File: config.mk
export PLATFORM = sky130hd
export DESIGN_NAME = morse_encoder
export DESIGN_NICKNAME = d
export VERILOG_FILES = /design/src/rtl/morse_encoder_pkg.sv /design/src/rtl/morse_encoder_unit_timer.sv /design/src/rtl/morse_encoder.sv
export SDC_FILE = /design/constraint.sdc
export NUM_CORES = 1
export LEC_CHECK = 0
export BUFFER_PORTS_ARGS = -buffer_cell sky130_fd_sc_hd__buf_2
export CAP_MARGIN = 20
export CORE_ASPECT_RATIO = 1.75
export CORE_UTILIZATION = 42
export CTS_CLUSTER_SIZE = 30
export DETAILED_ROUTE_END_ITERATION = 16
export GPL_ROUTABILITY_DRIVEN = 1
export PLACE_DENSITY_LB_ADDON = 0.1
export SLEW_MARGIN = 20
export SYNTH_ARGS = -nofsm -noshare
export SYNTH_HDL_FRONTEND = slang
export SYNTH_SLANG_ARGS = --single-unit
File: constraint.sdc
create_clock -name clk -period 5.3 [get_ports clk]
set_clock_uncertainty 0.15 [all_clocks]
set_input_delay 1.59 -clock clk [delete_from_list [all_inputs] [get_ports clk]]
set_output_delay 1.59 -clock clk [all_outputs]
set_load 0.005 [all_outputs]
File: src/rtl/morse_encoder_pkg.sv
// rtl/morse_encoder_pkg.sv - shared Morse state encoding and unit-timing constants
package morse_encoder_pkg;

    typedef enum logic [2:0] {
        ST_IDLE,
        ST_MARK,
        ST_SPACE,
        ST_LGAP,
        ST_DONE
    } state_t;

    // Also sets the decoder's shift-register width so both directions agree.
    localparam int MAX_SYM_DEF = 5;

    localparam logic [1:0] DOT_UNITS        = 2'd1;
    localparam logic [1:0] DASH_UNITS       = 2'd3;
    localparam logic [1:0] SYM_GAP_UNITS    = 2'd1;
    localparam logic [1:0] LETTER_GAP_UNITS = 2'd3;

endpackage

File: src/rtl/morse_encoder_unit_timer.sv
// rtl/morse_encoder_unit_timer.sv - counts 1..3 Morse units of UNIT_TICKS cycles each
module unit_timer #(
    parameter int UNIT_TICKS = 5_000_000
) (
    input  logic       clk,
    input  logic       reset_n,
    input  logic       run,
    input  logic [1:0] units,
    output logic       expire
);

    localparam int TW = (UNIT_TICKS > 1) ? $clog2(UNIT_TICKS) : 1;

    logic [TW-1:0] tick_cnt;
    logic [1:0]    unit_cnt;
    logic          tick_last;

    assign tick_last = (tick_cnt == TW'(UNIT_TICKS - 1));
    assign expire    = run && tick_last && (unit_cnt == (units - 2'd1));

    // Clearing on expire restarts the count on every state entry.
    always_ff @(posedge clk or negedge reset_n) begin
        if (!reset_n) begin
            tick_cnt <= '0;
            unit_cnt <= '0;
        end else if (!run || expire) begin
            tick_cnt <= '0;
            unit_cnt <= '0;
        end else if (tick_last) begin
            tick_cnt <= '0;
            unit_cnt <= unit_cnt + 2'd1;
        end else begin
            tick_cnt <= tick_cnt + TW'(1);
        end
    end

endmodule

File: src/rtl/morse_encoder.sv
// rtl/morse_encoder.sv - keys one Morse letter with standard unit timing and start/busy/done handshake
module morse_encoder
    import morse_encoder_pkg::*;
#(
    parameter int UNIT_TICKS = 5_000_000,
    parameter int MAX_SYM    = MAX_SYM_DEF
) (
    input  logic               clk,
    input  logic               reset_n,
    input  logic               start,
    input  logic [MAX_SYM-1:0] pattern,
    input  logic [2:0]         length,
    output logic               key,
    output logic               busy,
    output logic               done,
    output logic [2:0]         sym_idx
);

    localparam logic [2:0] MAX_LEN = 3'(MAX_SYM);

    state_t             state;
    logic [MAX_SYM-1:0] pattern_q;
    logic [2:0]         len_q;
    logic [2:0]         len_clamped;
    logic [1:0]         units;
    logic               run;
    logic               expire;

    assign len_clamped = (length > MAX_LEN) ? MAX_LEN : length;
    assign run = (state == ST_MARK) || (state == ST_SPACE) || (state == ST_LGAP);

    always_comb begin
        units = DOT_UNITS;
        unique case (state)
            ST_MARK:  units = pattern_q[sym_idx] ? DASH_UNITS : DOT_UNITS;
            ST_SPACE: units = SYM_GAP_UNITS;
            ST_LGAP:  units = LETTER_GAP_UNITS;
            default:  units = DOT_UNITS;
        endcase
    end

    unit_timer #(
        .UNIT_TICKS(UNIT_TICKS)
    ) u_timer (
        .clk    (clk),
        .reset_n(reset_n),
        .run    (run),
        .units  (units),
        .expire (expire)
    );

    always_ff @(posedge clk or negedge reset_n) begin
        if (!reset_n) begin
            state     <= ST_IDLE;
            pattern_q <= '0;
            len_q     <= '0;
            key       <= 1'b0;
            busy      <= 1'b0;
            done      <= 1'b0;
            sym_idx   <= '0;
        end else begin
            unique case (state)
                ST_IDLE, ST_DONE: begin
                    key     <= 1'b0;
                    busy    <= 1'b0;
                    done    <= 1'b0;
                    sym_idx <= '0;
                    state   <= ST_IDLE;
                    if (start) begin
                        pattern_q <= pattern;
                        len_q     <= len_clamped;
                        // An empty letter still completes the handshake with a done pulse.
                        if (len_clamped == 3'd0) begin
                            state <= ST_DONE;
                            done  <= 1'b1;
                        end else begin
                            state <= ST_MARK;
                            key   <= 1'b1;
                            busy  <= 1'b1;
                        end
                    end
                end
                ST_MARK: begin
                    if (expire) begin
                        key   <= 1'b0;
                        state <= (sym_idx == (len_q - 3'd1)) ? ST_LGAP : ST_SPACE;
                    end
                end
                ST_SPACE: begin
                    if (expire) begin
                        key     <= 1'b1;
                        sym_idx <= sym_idx + 3'd1;
                        state   <= ST_MARK;
                    end
                end
                ST_LGAP: begin
                    if (expire) begin
                        busy    <= 1'b0;
                        done    <= 1'b1;
                        sym_idx <= '0;
                        state   <= ST_DONE;
                    end
                end
                default: begin
                    key   <= 1'b0;
                    busy  <= 1'b0;
                    done  <= 1'b0;
                    state <= ST_IDLE;
                end
            endcase
        end
    end

endmodule

==> results.tsv, run 1 <==
stage	metric	value	unit
cts	root buffer cell	clkbuf_8	
worst_setup_path	Setup crit end kind	output pin	
yosys	synthesized instance count	241	
floorplanning	die outline area	5810	µm²
power	Pleak	1.06	nW
worst_setup_path	Critical Path Source	sym_idx[0]	
final_layout	Area Growth Syn to Fin	9.38	%
yosys	xor/xnor cell area share of the yosys netlist	9.49	%
yosys	Adder-Cell Fraction of Synth Area	1.63	%
worst_setup_path	critical path, cell by cell	buf_2	
power	maximum VDD drop	0.175	mV
placed_design	GPL Wtd Cong	0.787	
cts	htree depth	2	
placed_design	DP Cell Count	322	
yosys	syn_nets	255	
placed_design	post-DP HPWL	3630	µm
outcome	failing checks	DRC	
yosys	count of cell types in the netlist	46	
yosys	post-synthesis sequential area ratio	45.5	%
yosys	Post-synth EDFFs	0	
outcome	status	complete, but fails checks	
route	DR WL/cell	15.6	µm
global_routing	GRT met1 Usage	21.0	%
worst_setup_path	worst reg2reg path depth	5	
sta	maximum clock frequency	358	MHz
power	Pwr Total	0.914	mW
global_routing	Tot GR Track Use	19.4	%
cts	cts bufs inserted	5	
global_routing	GR Util met3	2.96	%
worst_setup_path	Max stage delay on crit path	0.57	ns
yosys	Synth area leader	dfrtp_1	
global_routing	antenna violations before repair	0	
cts	worst skew pair latency	0.30	ns
global_routing	pin count of the biggest net entering global routing	43	
floorplanning	core area	5300	µm²
route	vias per inst	5.48	
cts	CTS resizes	0	
final_layout	Inserted Diodes	0	
sta	max-slew violation count	0	
sta	final setup violation count	0	
worst_hold_path	hold endpoint	u_timer.tick_cnt[0]	
worst_setup_path	WP depth	1	
route	drc violations	2	
route	DRT iter0 DRCs	62	
sta	Final Cycle Share	52.7	%
worst_setup_path	Critical Path RT	3.56	ns
final_layout	most common cell after layout, fill and taps aside	dfrtp_1	
floorplanning	Site Rows	35	
worst_setup_path	critical path fanouts, max	9	
worst_hold_path	worst hold path depth	1	
sta	Tmin final	2.79	ns
yosys	mux share of post-synthesis cell area	4.93	%
final_layout	Non-Filler Instances	329	
sta	relative slew slack	36.5	%
cts	CTS tree	built	
global_routing	GRT Max-Usage Layer	met2	
yosys	main combinational cell family by area after synthesis	simple AND/OR/NAND/NOR gates	
sta	TNS Setup	0	ns
worst_setup_path	Worst R2R Setup Slack	2.80	ns
floorplanning	die height	100	µm
sta	count of final hold-check violations	0	
yosys	Post-synth top flop	dfrtp_1	
yosys	syn_area_per_cell	9.58	µm²
yosys	area share of and/or/nand/nor cells after synthesis	27.4	%
worst_hold_path	HP Class	flip-flop to flip-flop	
cts	Worst-path clk slew	0.09	ns
worst_setup_path	Startpoint Class	flip-flop	
cts	number of clock sinks	42	
final_layout	layout cells sized above 1	14.1	%
sta	RSZ-0062 raised after global routing	no	
final_layout	most frequent cells in the layout	dfrtp_1, nor2_1, nand2_1, xnor2_1, buf_2	
worst_setup_path	WP buf/inv	1	
worst_setup_path	CP top delay family	flip-flops	
job	Max-cap violations	0	
worst_setup_path	reg2reg end	u_timer.tick_cnt[22]	
global_routing	met2 GRT Util	35.5	%
worst_setup_path	worst flop-to-flop path startpoint	u_timer.tick_cnt[6]	
global_routing	global-route wire length before repair	8620	µm
route	drt total wl	5140	µm
yosys	Yosys Warn Count	0	
sta	Slew @ Worst Pin	0.953	ns
yosys	Compound-Gate Fraction of Synth Area	8.02	%
yosys	Yosys top cell area share	45.5	%
yosys	Syn Std Cell Area	2310	µm²
floorplanning	# IOs	17	
power	Pwr Density	362	nW/µm²
floorplanning	Die Wd	58.0	µm
worst_setup_path	Crit Path Category	flip-flop to output pin	
yosys	synth top area cells	dfrtp_1, xnor2_1, nor2_1	
placed_design	port bufs	16	
cts	post-CTS setup buffers	0	
global_routing	GRT Residual Overflow	0	
yosys	Synth async-reset ratio	100	%
sta	worst hold slack	0.310	ns
worst_setup_path	crit path DAT	1.05	ns
route	Via Count	1803	
route	DRT Pass-1 Iters	10	
cts	Max clock buf depth	2	
floorplanning	Initial Utilization	43.6	%
cts	Post-CTS Hold Fix Bufs	0	
global_routing	vias in the first global route	1835	
worst_hold_path	hold wc startpoint	u_timer.tick_cnt[0]	
worst_setup_path	CP max stage cell	dfrtp_1	
final_layout	Nets	269	
yosys	Seq cells post-synth	42	
route	ANT nets after route	0	
==> synthesized netlist by cell type, drive strengths merged (2+ instances only) <==
cell type and instances:
nand4b 2, dfrtp 42, o21ai 7, nor3 10, ha 3, buf 4
mux2 8, nand2b 2, nand2 17, clkbuf 6, a21boi 2, or3 2
nand3 8, nand4 10, nor2 33, xnor2 17, nand3b 2, mux2i 2
inv 7, nor3b 2, a21oi 9, nor2b 5, nor4 6, and3 6
o31ai 4, xor2 8
==> worst max-delay path by stage <==
| stage | endpoint |
|---|---|
| finish | sym_idx[0] |
| floorplan | len_q[2] |
| global placement | key |
| detailed placement | key |
| global route | sym_idx[0] |
| CTS | sym_idx[0] |
==> report_power, final <==
group	leakage, nW	switching, mW	internal (mW)	total [mW]
Clock	0.0438	0.116	0.0887	0.205
Combinational	0.457	0.157	0.124	0.281
Sequential	0.555	0.0455	0.382	0.428
==> stage by stage <==
step	instance area (µm²)	worst slack (ns)	util [%]
CTS	2520	2.50	47.7
floorplan	2310	2.51	-
global route	2520	2.46	47.7
finish	2520	2.51	47.7
global placement	2450	2.33	46.2
detailed placement	2450	2.31	46.2
==> layout make-up <==
type | count | area, µm²
Multi-Input combinational cell | 182 | 1190
Clock buffer | 5 | 68.8
Sequential cell | 42 | 1050
Fill cell | 537 | 2770
Timing Repair Buffer | 17 | 87.6
Clock inverter | 2 | 10.0
Inverter | 7 | 26.3
Tap cell | 74 | 92.6
==> layer usage <==
metal | up-vias | routed length, µm
li1 | 877 | -
met2 | 33 | 2850
met4 | 0 | 131
met5 | - | 0
met1 | 882 | 2030
met3 | 11 | 124
==> registers in the layout, summed over array words and instances (netlist names) <==
signal	cells
u_timer.unit_cnt	2
u_timer.tick_cnt	23
pattern_q	5
key	1
busy	1
len_q	3
done	1
sym_idx	3
state	3
==> cells by family after synthesis <==
kind of cell / Yosys count
mux: 10
flops: 42
fa+ha+maj: 3
simple gates: 115
compound gates: 29
buf+inv: 17
xor+xnor: 25
Note: power is estimated with default switching activity, not from simulation.
==> run 2: changes to the inputs <==
==> constraint.sdc (replaced) <==
create_clock -name clk -period 2.8 [get_ports clk]
set_clock_uncertainty 0.15 [all_clocks]
set_input_delay 0.84 -clock clk [delete_from_list [all_inputs] [get_ports clk]]
set_output_delay 0.84 -clock clk [all_outputs]
set_load 0.005 [all_outputs]
==> results.tsv, run 2 (synthesis results as in run 1) <==
stage	metric	value	unit	change
worst_setup_path	Setup crit end kind	flip-flop		
power	Seq pwr share	45.8	%	-1.0 points
cts	worst skew pair latency	0.29	ns	about the same
worst_setup_path	worst flop-to-flop path startpoint	u_timer.tick_cnt[10]		
power	maximum VDD drop	0.326	mV	+86%
route	ANT nets after route	0		unchanged
placed_design	GPL Wtd Cong	0.842		+7.1%
route	DRT Pass-1 Iters	10		unchanged
placed_design	post-DP HPWL	3820	µm	+5.2%
route	DRT iter0 DRCs	91		+47%
power	Pwr Density	675	nW/µm²	+86%
route	drc violations	2		unchanged
cts	CTS resizes	0		unchanged
worst_setup_path	CP max stage cell	or4_4		
cts	Post-CTS Hold Fix Bufs	0		unchanged
power	Logic pwr share	32.7	%	+1.9 points
route	drt total wl	5130	µm	-0.21%
floorplanning	Die Wd	58.0	µm	unchanged
cts	Max clock buf depth	2		unchanged
final_layout	largest reg by FF count	u_timer.tick_cnt		
cts	number of clock sinks	42		unchanged
final_layout	fill cell count	532		-0.93%
job	Max-cap violations	0		unchanged
power	Switching Fraction	34.1	%	-0.78 points
placed_design	port bufs	16		unchanged
outcome	status	complete, but fails checks		
floorplanning	Initial Utilization	43.6	%	unchanged
global_routing	antenna violations before repair	0		unchanged
sta	final setup violation count	0		unchanged
route	vias per inst	5.39		-1.6%
global_routing	Tot GR Track Use	19.4	%	+0.027 points
global_routing	global-route wire length before repair	8550	µm	-0.80%
final_layout	layout cells sized above 1	16.1	%	+2.0 points
final_layout	Area Growth Syn to Fin	11.9	%	
worst_setup_path	Critical Path Source	u_timer.tick_cnt[10]		
worst_setup_path	critical path fanouts, max	6		-3
route	Via Count	1807		+0.22%
worst_setup_path	crit path DAT	2.41	ns	+1.36 ns
worst_hold_path	HP Class	flip-flop to flip-flop		
placed_design	dpl ws	0.412	ns	-1.90 ns
final_layout	max reg flops	23		unchanged
global_routing	GRT Residual Overflow	0		unchanged
worst_hold_path	hold wc startpoint	u_timer.tick_cnt[0]		
worst_setup_path	WP buf/inv	0		-1
cts	CTS tree	built		
outcome	failing checks	DRC		
sta	max-slew violation count	0		unchanged
cts	cts bufs inserted	5		unchanged
cts	htree depth	2		unchanged
power	clock network power share	21.5	%	-0.9 points
floorplanning	die height	100	µm	unchanged
cts	Worst-path clk slew	0.08	ns	about the same
worst_setup_path	Startpoint Class	flip-flop		
global_routing	pin count of the biggest net entering global routing	24		-44%
sta	relative slew slack	51.7	%	+15 points
floorplanning	die outline area	5810	µm²	unchanged
worst_setup_path	Max stage delay on crit path	0.56	ns	about the same
sta	maximum clock frequency	421	MHz	
final_layout	most common cell after layout, fill and taps aside	dfrtp_1		
floorplanning	Site Rows	35		unchanged
final_layout	Top Registers	u_timer.tick_cnt x23, pattern_q x5		
power	Psw	0.594	mW	+86%
power	Int Power	1.15	mW	+93%
worst_setup_path	CP top delay family	simple AND/OR/NAND/NOR gates		
worst_setup_path	Crit Path Category	flip-flop to flip-flop		
route	DR WL/cell	15.3	µm	-2.0%
sta	count of final hold-check violations	0		unchanged
floorplanning	core area	5300	µm²	unchanged
sta	Slew @ Worst Pin	0.717	ns	-0.236 ns
worst_setup_path	Critical Path RT	2.84	ns	-0.72 ns
final_layout	most frequent cells in the layout	dfrtp_1, nor2_1, nand2_1, xnor2_1, buf_2		
worst_setup_path	critical path, cell by cell	nand4b_1, or3_1, or4_4, nor4_4, mux2_4		
global_routing	vias in the first global route	1846		+0.60%
sta	TNS Setup	0	ns	unchanged
sta	RSZ-0062 raised after global routing	no		
final_layout	Nets	275		+2.2%
final_layout	Inserted Diodes	0		unchanged
cts	root buffer cell	clkbuf_8		
sta	Final Cycle Share	84.8	%	
sta	setup ws final	0.427	ns	-2.08 ns
floorplanning	# IOs	17		unchanged
sta	Tmin final	2.37	ns	
power	Pleak	1.09	nW	+3.4%
cts	post-CTS setup buffers	0		unchanged
run 2: cell type report:
class	instances	area (µm²)	area share (%)
Multi-Input combinational cell	182	1190	46.0
Timing Repair Buffer	23	145	5.62
Clock buffer	5	68.8	2.66
Tap cell	74	92.6	3.59
Clock inverter	2	10.0	0.388
Sequential cell	42	1050	40.7
Inverter	7	26.3	1.02
run 2: metrics by stage:
stage | hold WS [ns] | std cells | instance area [µm²] | util, % | total power, mW
after floorplan | 0.274 | 241 | 2310 | - | 1.22
after global placement | 0.284 | 328 | 2500 | 47.2 | 1.38
after detailed placement | 0.296 | 328 | 2500 | 47.2 | 1.39
after CTS | 0.306 | 335 | 2580 | 48.7 | 1.77
after global routing | 0.326 | 335 | 2580 | 48.7 | 1.88
final | 0.307 | 335 | 2580 | 48.7 | 1.74
run 2: worst paths after layout:
check / end / slack, ns / cells after the start
setup / recovery: key / 0.43 / 5
hold / removal: u_timer.tick_cnt[0] / 0.31 / 1
setup reg to reg: key / 0.43 / 5
hold reg to reg: u_timer.tick_cnt[0] / 0.31 / 1
max in group asynchronous: u_timer.tick_cnt[12] / 1.64 / 2
min in group asynchronous: state[2] / 0.35 / 1
run 2: metal layers:
metal  share of wire [%]  global-route usage [%]
met1                  39                    20.7
met2                  56                    36.1
met3                 1.9                    2.84
met4                 2.5                    9.34
met5                   0                       0
run 2: worst register-to-register path: stages, from the launching register on:
cell and delay, ns:
dfrtp_1 0.43, nand4b_1 0.17, or3_1 0.33, or4_4 0.56
nor4_4 0.30, mux2_4 0.33
run 2: power groups by stage:
stage | Combinational (mW) | Sequential [mW] | Clock [mW]
after floorplan | 0.419 | 0.796 | 0
after global placement | 0.568 | 0.813 | 0
after detailed placement | 0.576 | 0.812 | 0
after CTS | 0.579 | 0.800 | 0.393
after global routing | 0.649 | 0.814 | 0.415
final | 0.570 | 0.797 | 0.375
